<file path="src/rtl/chacha20_keystream_xor_if.sv">
// Word stream carrying 32-bit message data with valid/ready flow control and an end-of-message flag.
interface chacha20_keystream_xor_if;
  logic [31:0] data;
  logic        valid;
  logic        last;
  logic        ready;

  modport master (output data, valid, last, input ready);
  modport slave  (input data, valid, last, output ready);
endinterface

</file>
<file path="src/rtl/chacha20_keystream_xor.sv">
// Sequential wrapper around an external combinational ChaCha20 block function: builds the block
// input from key/nonce/counter, buffers one keystream block and XORs it onto a word stream.
module chacha20_keystream_xor #(
  parameter bit STOP_ON_WRAP = 1'b1
) (
  input  logic                     clk_i,
  input  logic                     rst_i,
  input  logic                     start_i,
  input  logic [255:0]             key_i,
  input  logic [95:0]              nonce_i,
  input  logic [31:0]              initial_counter_i,
  output logic [511:0]             block_input_o,
  input  logic [511:0]             block_output_i,
  chacha20_keystream_xor_if.slave  din_i,
  chacha20_keystream_xor_if.master dout_o,
  output logic                     busy_o,
  output logic                     counter_wrapped_o
);

  localparam logic [1:0] StIdle   = 2'd0;
  localparam logic [1:0] StLoad   = 2'd1;
  localparam logic [1:0] StStream = 2'd2;

  logic [1:0]        state_q, state_d;
  logic [255:0]      key_q, key_d;
  logic [95:0]       nonce_q, nonce_d;
  logic [31:0]       ctr_q, ctr_d;
  logic [15:0][31:0] ks_q, ks_d;
  logic [3:0]        idx_q, idx_d;
  logic [31:0]       out_data_q, out_data_d;
  logic              out_valid_q, out_valid_d;
  logic              out_last_q, out_last_d;
  logic              wrapped_q, wrapped_d;
  logic              in_ready;
  logic              accept;

  assign block_input_o = {nonce_q, ctr_q, key_q,
                          32'h6b206574, 32'h79622d32, 32'h3320646e, 32'h61707865};

  assign in_ready = (state_q == StStream) && (!out_valid_q || dout_o.ready);
  assign accept   = din_i.valid && in_ready;

  always_comb begin
    state_d     = state_q;
    key_d       = key_q;
    nonce_d     = nonce_q;
    ctr_d       = ctr_q;
    ks_d        = ks_q;
    idx_d       = idx_q;
    out_data_d  = out_data_q;
    out_valid_d = out_valid_q;
    out_last_d  = out_last_q;
    wrapped_d   = wrapped_q;

    if (out_valid_q && dout_o.ready) begin
      out_valid_d = 1'b0;
    end

    case (state_q)
      StIdle: begin
        if (start_i) begin
          key_d     = key_i;
          nonce_d   = nonce_i;
          ctr_d     = initial_counter_i;
          wrapped_d = 1'b0;
          state_d   = StLoad;
        end
      end
      StLoad: begin
        // Once the counter has wrapped, refuse to reuse a counter value.
        if (STOP_ON_WRAP && wrapped_q) begin
          state_d = StIdle;
        end else begin
          ks_d    = block_output_i;
          idx_d   = 4'd0;
          ctr_d   = ctr_q + 32'd1;
          state_d = StStream;
          if (ctr_q == 32'hFFFF_FFFF) begin
            wrapped_d = 1'b1;
          end
        end
      end
      StStream: begin
        if (accept) begin
          out_data_d  = din_i.data ^ ks_q[idx_q];
          out_valid_d = 1'b1;
          out_last_d  = din_i.last;
          idx_d       = idx_q + 4'd1;
          if (din_i.last) begin
            state_d = StIdle;
          end else if (idx_q == 4'd15) begin
            state_d = StLoad;
          end
        end
      end
      default: state_d = StIdle;
    endcase
  end

  always_ff @(posedge clk_i or posedge rst_i) begin
    if (rst_i) begin
      state_q     <= StIdle;
      key_q       <= '0;
      nonce_q     <= '0;
      ctr_q       <= '0;
      ks_q        <= '0;
      idx_q       <= '0;
      out_data_q  <= '0;
      out_valid_q <= 1'b0;
      out_last_q  <= 1'b0;
      wrapped_q   <= 1'b0;
    end else begin
      state_q     <= state_d;
      key_q       <= key_d;
      nonce_q     <= nonce_d;
      ctr_q       <= ctr_d;
      ks_q        <= ks_d;
      idx_q       <= idx_d;
      out_data_q  <= out_data_d;
      out_valid_q <= out_valid_d;
      out_last_q  <= out_last_d;
      wrapped_q   <= wrapped_d;
    end
  end

  assign din_i.ready       = in_ready;
  assign dout_o.data       = out_data_q;
  assign dout_o.valid      = out_valid_q;
  assign dout_o.last       = out_last_q;
  assign busy_o            = (state_q != StIdle);
  assign counter_wrapped_o = wrapped_q;

endmodule

</file>
<file path="src/flat_wrapper.sv">
// flat-port wrapper written by rule: the top's interface ports become plain ports
module chacha20_keystream_xor_flat 
#(
  parameter bit STOP_ON_WRAP = 1'b1
)
  (clk_i, rst_i, start_i, key_i, nonce_i, initial_counter_i, block_input_o, block_output_i, busy_o, counter_wrapped_o, din_i_data, din_i_valid, din_i_last, din_i_ready, dout_o_data, dout_o_valid, dout_o_last, dout_o_ready);
  chacha20_keystream_xor_if din_i_i ();
  chacha20_keystream_xor_if dout_o_i ();
  input  logic clk_i;
  input  logic rst_i;
  input  logic start_i;
  input  logic [255:0] key_i;
  input  logic [95:0] nonce_i;
  input  logic [31:0] initial_counter_i;
  output logic [511:0] block_input_o;
  input  logic [511:0] block_output_i;
  output logic busy_o;
  output logic counter_wrapped_o;
  input wire logic [$bits(din_i_i.data)-1:0] din_i_data;
  input wire logic [$bits(din_i_i.valid)-1:0] din_i_valid;
  input wire logic [$bits(din_i_i.last)-1:0] din_i_last;
  output wire logic [$bits(din_i_i.ready)-1:0] din_i_ready;
  output wire logic [$bits(dout_o_i.data)-1:0] dout_o_data;
  output wire logic [$bits(dout_o_i.valid)-1:0] dout_o_valid;
  output wire logic [$bits(dout_o_i.last)-1:0] dout_o_last;
  input wire logic [$bits(dout_o_i.ready)-1:0] dout_o_ready;
  assign din_i_i.data = din_i_data;
  assign din_i_i.valid = din_i_valid;
  assign din_i_i.last = din_i_last;
  assign din_i_ready = din_i_i.ready;
  assign dout_o_data = dout_o_i.data;
  assign dout_o_valid = dout_o_i.valid;
  assign dout_o_last = dout_o_i.last;
  assign dout_o_i.ready = dout_o_ready;
  chacha20_keystream_xor #(.STOP_ON_WRAP(STOP_ON_WRAP)) u_core (.clk_i(clk_i), .rst_i(rst_i), .start_i(start_i), .key_i(key_i), .nonce_i(nonce_i), .initial_counter_i(initial_counter_i), .block_input_o(block_input_o), .block_output_i(block_output_i), .din_i(din_i_i), .dout_o(dout_o_i), .busy_o(busy_o), .counter_wrapped_o(counter_wrapped_o));
endmodule
</file>
<file path="config.mk">
export PLATFORM = sky130hd
export DESIGN_NAME = chacha20_keystream_xor_flat
export DESIGN_NICKNAME = d
export VERILOG_FILES = /design/src/rtl/chacha20_keystream_xor_if.sv /design/src/rtl/chacha20_keystream_xor.sv /design/src/flat_wrapper.sv
export SDC_FILE = /design/constraint.sdc
export NUM_CORES = 2
export LEC_CHECK = 0
export CAP_MARGIN = 20
export CORE_AREA = 2 2 579 581
export CTS_CLUSTER_SIZE = 12
export DETAILED_ROUTE_END_ITERATION = 16
export DIE_AREA = 0 0 581 583
export GPL_TIMING_DRIVEN = 1
export PLACE_DENSITY = 0.39
export REMOVE_ABC_BUFFERS = 1
export SKIP_LAST_GASP = 1
export SLEW_MARGIN = 20
export SYNTH_ARGS = -nofsm -noshare
export SYNTH_HDL_FRONTEND = slang
export SYNTH_SLANG_ARGS = --single-unit
export TNS_END_PERCENT = 30
</file>
<file path="constraint.sdc">
create_clock -name clk_i -period 36.5 [get_ports clk_i]
set_input_delay 7.3 -clock clk_i [delete_from_list [all_inputs] [get_ports clk_i]]
set_output_delay 7.3 -clock clk_i [all_outputs]
set_load 0.02 [all_outputs]
</file>
Yosys cells after proc, flatten, opt, wreduce, memory -nomap -nowiden
Cells that the tools add are included.
- bits of input ports: 934
- RAM bits: 0
- memory bits (read-only): 0
- latch bits: 0
- flip-flop bits (word level): 937
- memories: 0
- logic and storage cells: 75
- output and inout bits: 549
- $lt $le $gt $ge: 1
- reductions and logical operators: 16
- divide/modulo/power cells: 0
- add/subtract/negate cells: 2
- equal/unequal tests: 8
- shifts and indexed selects: 0
- muxes and demuxes: 21
- bitwise gates (word level): 2
- multipliers: 0
- operators by type and width (kind ; number):
    $bmux 32 s4 ; 1
    $mux 32 ; 3
    $pmux 32 s2 ; 1
    $add 32x1->32 const B ; 1
    $eq 32x32->1 const B ; 1
    $xor 32x32->32 ; 1
    $mux 2 ; 5
    $reduce_and 3->1 ; 3
    $mux 4 ; 2
    $pmux 4 s2 ; 1
    $reduce_and 2->1 ; 4
    $mux 1 ; 6
    $pmux 2 s3 ; 1
    $reduce_bool 2->1 ; 3
    $lt 4x5->1 const B ; 1
    $add 4x1->4 const B ; 1
    $eq 4x4->1 const B ; 1
    $ne 2x2->1 const B ; 2
    $logic_and 1x1->1 ; 3
    $ne 3x3->1 const B ; 1
    $eq 2x1->1 const B ; 1
    $eq 2x2->1 const B ; 1
    $logic_not 2->1 ; 1
    $ne 2x1->1 const B ; 1
    4 further kinds ; 4

Logic depth before layout (Yosys ltp)
- depth after elaboration: 6
- gate-level depth with buffers: 9
- mapped depth without buffers: 6

Worst setup path before layout
Ideal clock, no wire load.
- path type: input -> output
- start point: input port dout_o_ready
- end point: output port din_i_ready
- slack: 21.529 ns
- arrival time: 7.671 ns
- stages on the path: 2
- path buffers: 0
- required time: 29.200 ns
- cell sequence: nor2b_1 > nor2_1
- cells in the longest elaborated chain, start to end: 2
- ends and longest elaborated chain (what ; line ; text):
    from (decl) ; flat_wrapper.sv:26 ; input wire logic [$bits(dout_o_i.ready)-1:0] dout_o_ready;
    $logic_or 1x1->1 ; chacha20_keystream_xor.sv:40 ; assign in_ready = (state_q == StStream) && (!out_valid_q || dout_o.ready);
    $logic_and 1x1->1 ; chacha20_keystream_xor.sv:40 ;
    to (decl) ; flat_wrapper.sv:22 ; output wire logic [$bits(din_i_i.ready)-1:0] din_i_ready;
No other way between the ends.

Final worst setup path
Ends and elaborated chain as after synthesis.

==> summary.md <==
| Metric | Value |
|---|---|
| Status | completed |
| Setup TNS | 0 ns |
| Total CTS buffers | around 120 |
| CTS tree | done |
| VDD IR max | 54.98 uV |
| Top_reg_cell synth | dfrtp_1 |
| Final setup viols | 0 |
| Drt drc | 0 |
| Fill cell count | 37070 |
| Sequential area share after synthesis | 0.5760 |
| Die ar. | 338700 sq um |
| Final HPWL DP | 193000 um |
| Drt wl/cell | roughly 23 um |
| Delay-heaviest family, CP | buffers and inverters |
| Maximum net fanout on the critical path | 3 |
| Worst-Skew Late Latency | 0.85 ns |
| Critical path, cell by cell | clkdlybuf4s50_1 > nor2b_1 > nor2_1 > clkdlybuf4s50_1 |
| Worst path bufs/invs | 2 |
| Post-Route WL | between 200000 and 250000 um |
| Setup Crit Path Kind | input port to output pin |
| Startpoint type of the worst setup path | input port |
| H-tree levels | 3 |
| Via count | ~36000 |
| CP endpoint kind | output pin |
| CTS resizes | 0 |
| Slowest CP cell | clkdlybuf4s50_1 |
| 1st-iter DRT viols | a little over 2000 |
| Static leakage | 28.48 nW |
| # Post-CTS Setup Buffers | 0 |
| Final Max Slew Viols | 0 |
| Vias per inst | roughly 3.5 |
| Achievable Freq | 62.41 MHz |
| Post-synth EDFFs | 0 |
| RSZ-0062 raised after global routing | false |
| Biggest area consumer among synthesized cells | dfrtp_1 |
| Row count | 212 |
| Reg clk slew, reported paths | about 0.060 ns |
| Final ANT Viol Nets | 0 |
| Final min period | around 16 ns |
| Critical path required time | roughly 29 ns |
| WHS | roughly 0.47 ns |
| Tot GR Track Use | 0.1375 |
| Clk_skew | 0.07411 ns |
| Largest stage delay, worst path | between 0.6 and 0.7 ns |
| Mapped Avg Cell Area | between 9 and 10 sq um |
| Worst slew margin | 0.3084 |
| First-pass GRT wire length | 324600 um |
| Clock tree buffer depth | 4 |
| Synth unique cells | 54 |
| Gr ovfl total | 0 |
| Period Utilization, post-route | 0.4390 |
| Synth Warn # | 0 |
| Synth area leaders | dfrtp_1, nand2_1, mux4_2 |
| Layout Cells excl Fill | approximately 10000 |
| CTS sink cnt | around 940 |
| Drt pass-1 iters | 5 |
| Worst-Margin Slew | about 1.0 ns |
| Yosys reg bits | about 940 |
| Final Hold Fails | 0 |
| Worst Path Arrival | around 8.7 ns |
| Vias in the first global route | 38070 |
| Pwr per Cell Area | between 90 and 100 nW/um^2 |
| Die Width | 581 um |
| Starting Density | 0.1225 |
| Ys async rst share | 1.000 |
| Maxcap violations | 0 |
| Mapped Cells | around 4500 |
| Synth-to-layout area growth | 54.96% |
| Crit path top cell by count | clkdlybuf4s50_1 |
| Root Buffer | clkbuf_16 |
| Nets | 6685 |
| IO Count | ~1500 |
| CORE AREA | around 330000 sq um |
| Synthesized area | about 41000 sq um |
| Final RePlAce weighted congestion | ~0.90 |
| Layout cell share with drive strength beyond 1 | 0.06794 |
| Hold buffers post-CTS | 0 |
| # port buffers | 1354 |
| Area share of the largest cell type after synthesis | 0.5760 |
| Placed instance count | 10010 |
| Die height | 583 um |
| Hold Path Class | register to register |
| Initial antenna violation count | 180 |
| Largest net degree at the start of global routing | approximately 170 |
final timing paths:
kind                       slack (ns)               from                      to  cells after the start
max                             20.48       dout_o_ready             din_i_ready                      4
min                              0.47   u_core.ks_q[105]        u_core.ks_q[105]                      2
max reg2reg                     30.43  u_core.state_q[1]        u_core.ks_q[492]                     11
min reg2reg                      0.47   u_core.ks_q[105]        u_core.ks_q[105]                      2
max in group asynchronous       25.73              rst_i         u_core.idx_q[2]                      6
min in group asynchronous        6.98              rst_i  u_core.dout_o.data[28]                      2
state kept, by name (all words and copies together) (netlist names):
signal / flops
u_core.idx_q: 4
u_core.dout_o.data: 32
u_core.nonce_q: 96
u_core.counter_wrapped_o: 1
u_core.state_q: 2
u_core.dout_o.last: 1
u_core.ks_q: 512
u_core.dout_o.valid: 1
u_core.key_q: 256
u_core.ctr_q: 32
where the power goes:
group	total [mW]	leakage (nW)	switching (mW)	internal, mW
logic	2.54	14.9	1.53	1.01
registers	1.90	11.5	0.339	1.56
clock network	1.28	2.06	0.513	0.769
layout by cell type (no fill, tap or decap), types with 12 or more instances in the layout:
cell / n
clkdlybuf4s50_1: 1354
buf_4: 47
conb_1: 128
a21oi_1: 60
and3_1: 12
dfrtp_1: 933
clkbuf_8: 24
bufinv_16: 14
xnor2_1: 33
diode_2: 44
o21ai_0: 42
clkbuf_16: 124
mux2i_1: 33
nand3_1: 24
mux4_2: 128
nand2_1: 2662
o22ai_1: 43
nor2_1: 21
nand4_1: 13
a2bb2oi_1: 12
clkinv_2: 19
clkbuf_1: 26
Yosys cell counts (9+ instances only):
library cell	count
mux2i_1	33
xnor2_1	33
buf_2	21
o21ai_0	42
a2bb2oi_1	12
mux4_2	128
and3_1	12
a21oi_1	61
nand4_1	13
buf_4	128
nor2_1	23
dfrtp_1	937
o22ai_1	43
nand2_1	2664
nand3_1	24
clkbuf_1	231
buf_1	9
cell families (layout without fill, tap and decap cells):
kind of cell	after synthesis	in the layout	synth area share
fa+ha+maj	2	2	0.0006146
simple gates	2768	2768	0.2609
other cells	2	172	0.0001845
buf+inv	394	1628	0.04884
mux	161	161	0.07893
xor+xnor	35	35	0.007530
flops	937	937	0.5760
compound gates	184	184	0.02699
stage by stage:
stage                       util  power [mW]  setup WS (ns)  area, sq um
after global placement    0.1768       4.476          20.39        58770
after CTS                 0.1895       5.831          20.46        62970
final                     0.1898       5.716          20.48        63080
after global routing      0.1896       6.123          20.44        63030
after floorplan                -       3.610          2.850        39200
after detailed placement  0.1768       4.508          20.48        58770
worst register-to-register path, stage by stage, from the launching register on:
cell and delay, ns:
dfrtp_1 0.54, nand2b_1 0.23, buf_4 0.27, nor2_4 0.24, buf_4 0.69, buf_4 0.62, buf_4 0.62, buf_4 0.73
buf_4 0.78, buf_4 0.87, nand2_1 0.28, nand2_1 0.10
layout make-up:
cell class,instances,area (sq um),area share
sequential,937,23460,0.3719
multi-input combinational,3278,15800,0.2505
timing repair buffer,1406,14000,0.2219
tap,4387,5489,0.08702
clock buffer,174,3531,0.05597
clock inverter,45,668.1,0.01059
antenna,44,110.1,0.001745
inverter,3,18.77,0.0002975
per-layer routing:
| layer | up-vias | part of all wire | track usage |
|---|---|---|---|
| li1 | 16530 | - | - |
| met5 | - | 0.0025 | 0 |
| met2 | 1427 | 0.49 | 0.2382 |
| met4 | 96 | 0.040 | 0.04975 |
| met1 | 17920 | 0.38 | 0.1523 |
| met3 | 463 | 0.090 | 0.05245 |
Power figures use the tool's default switching activity.
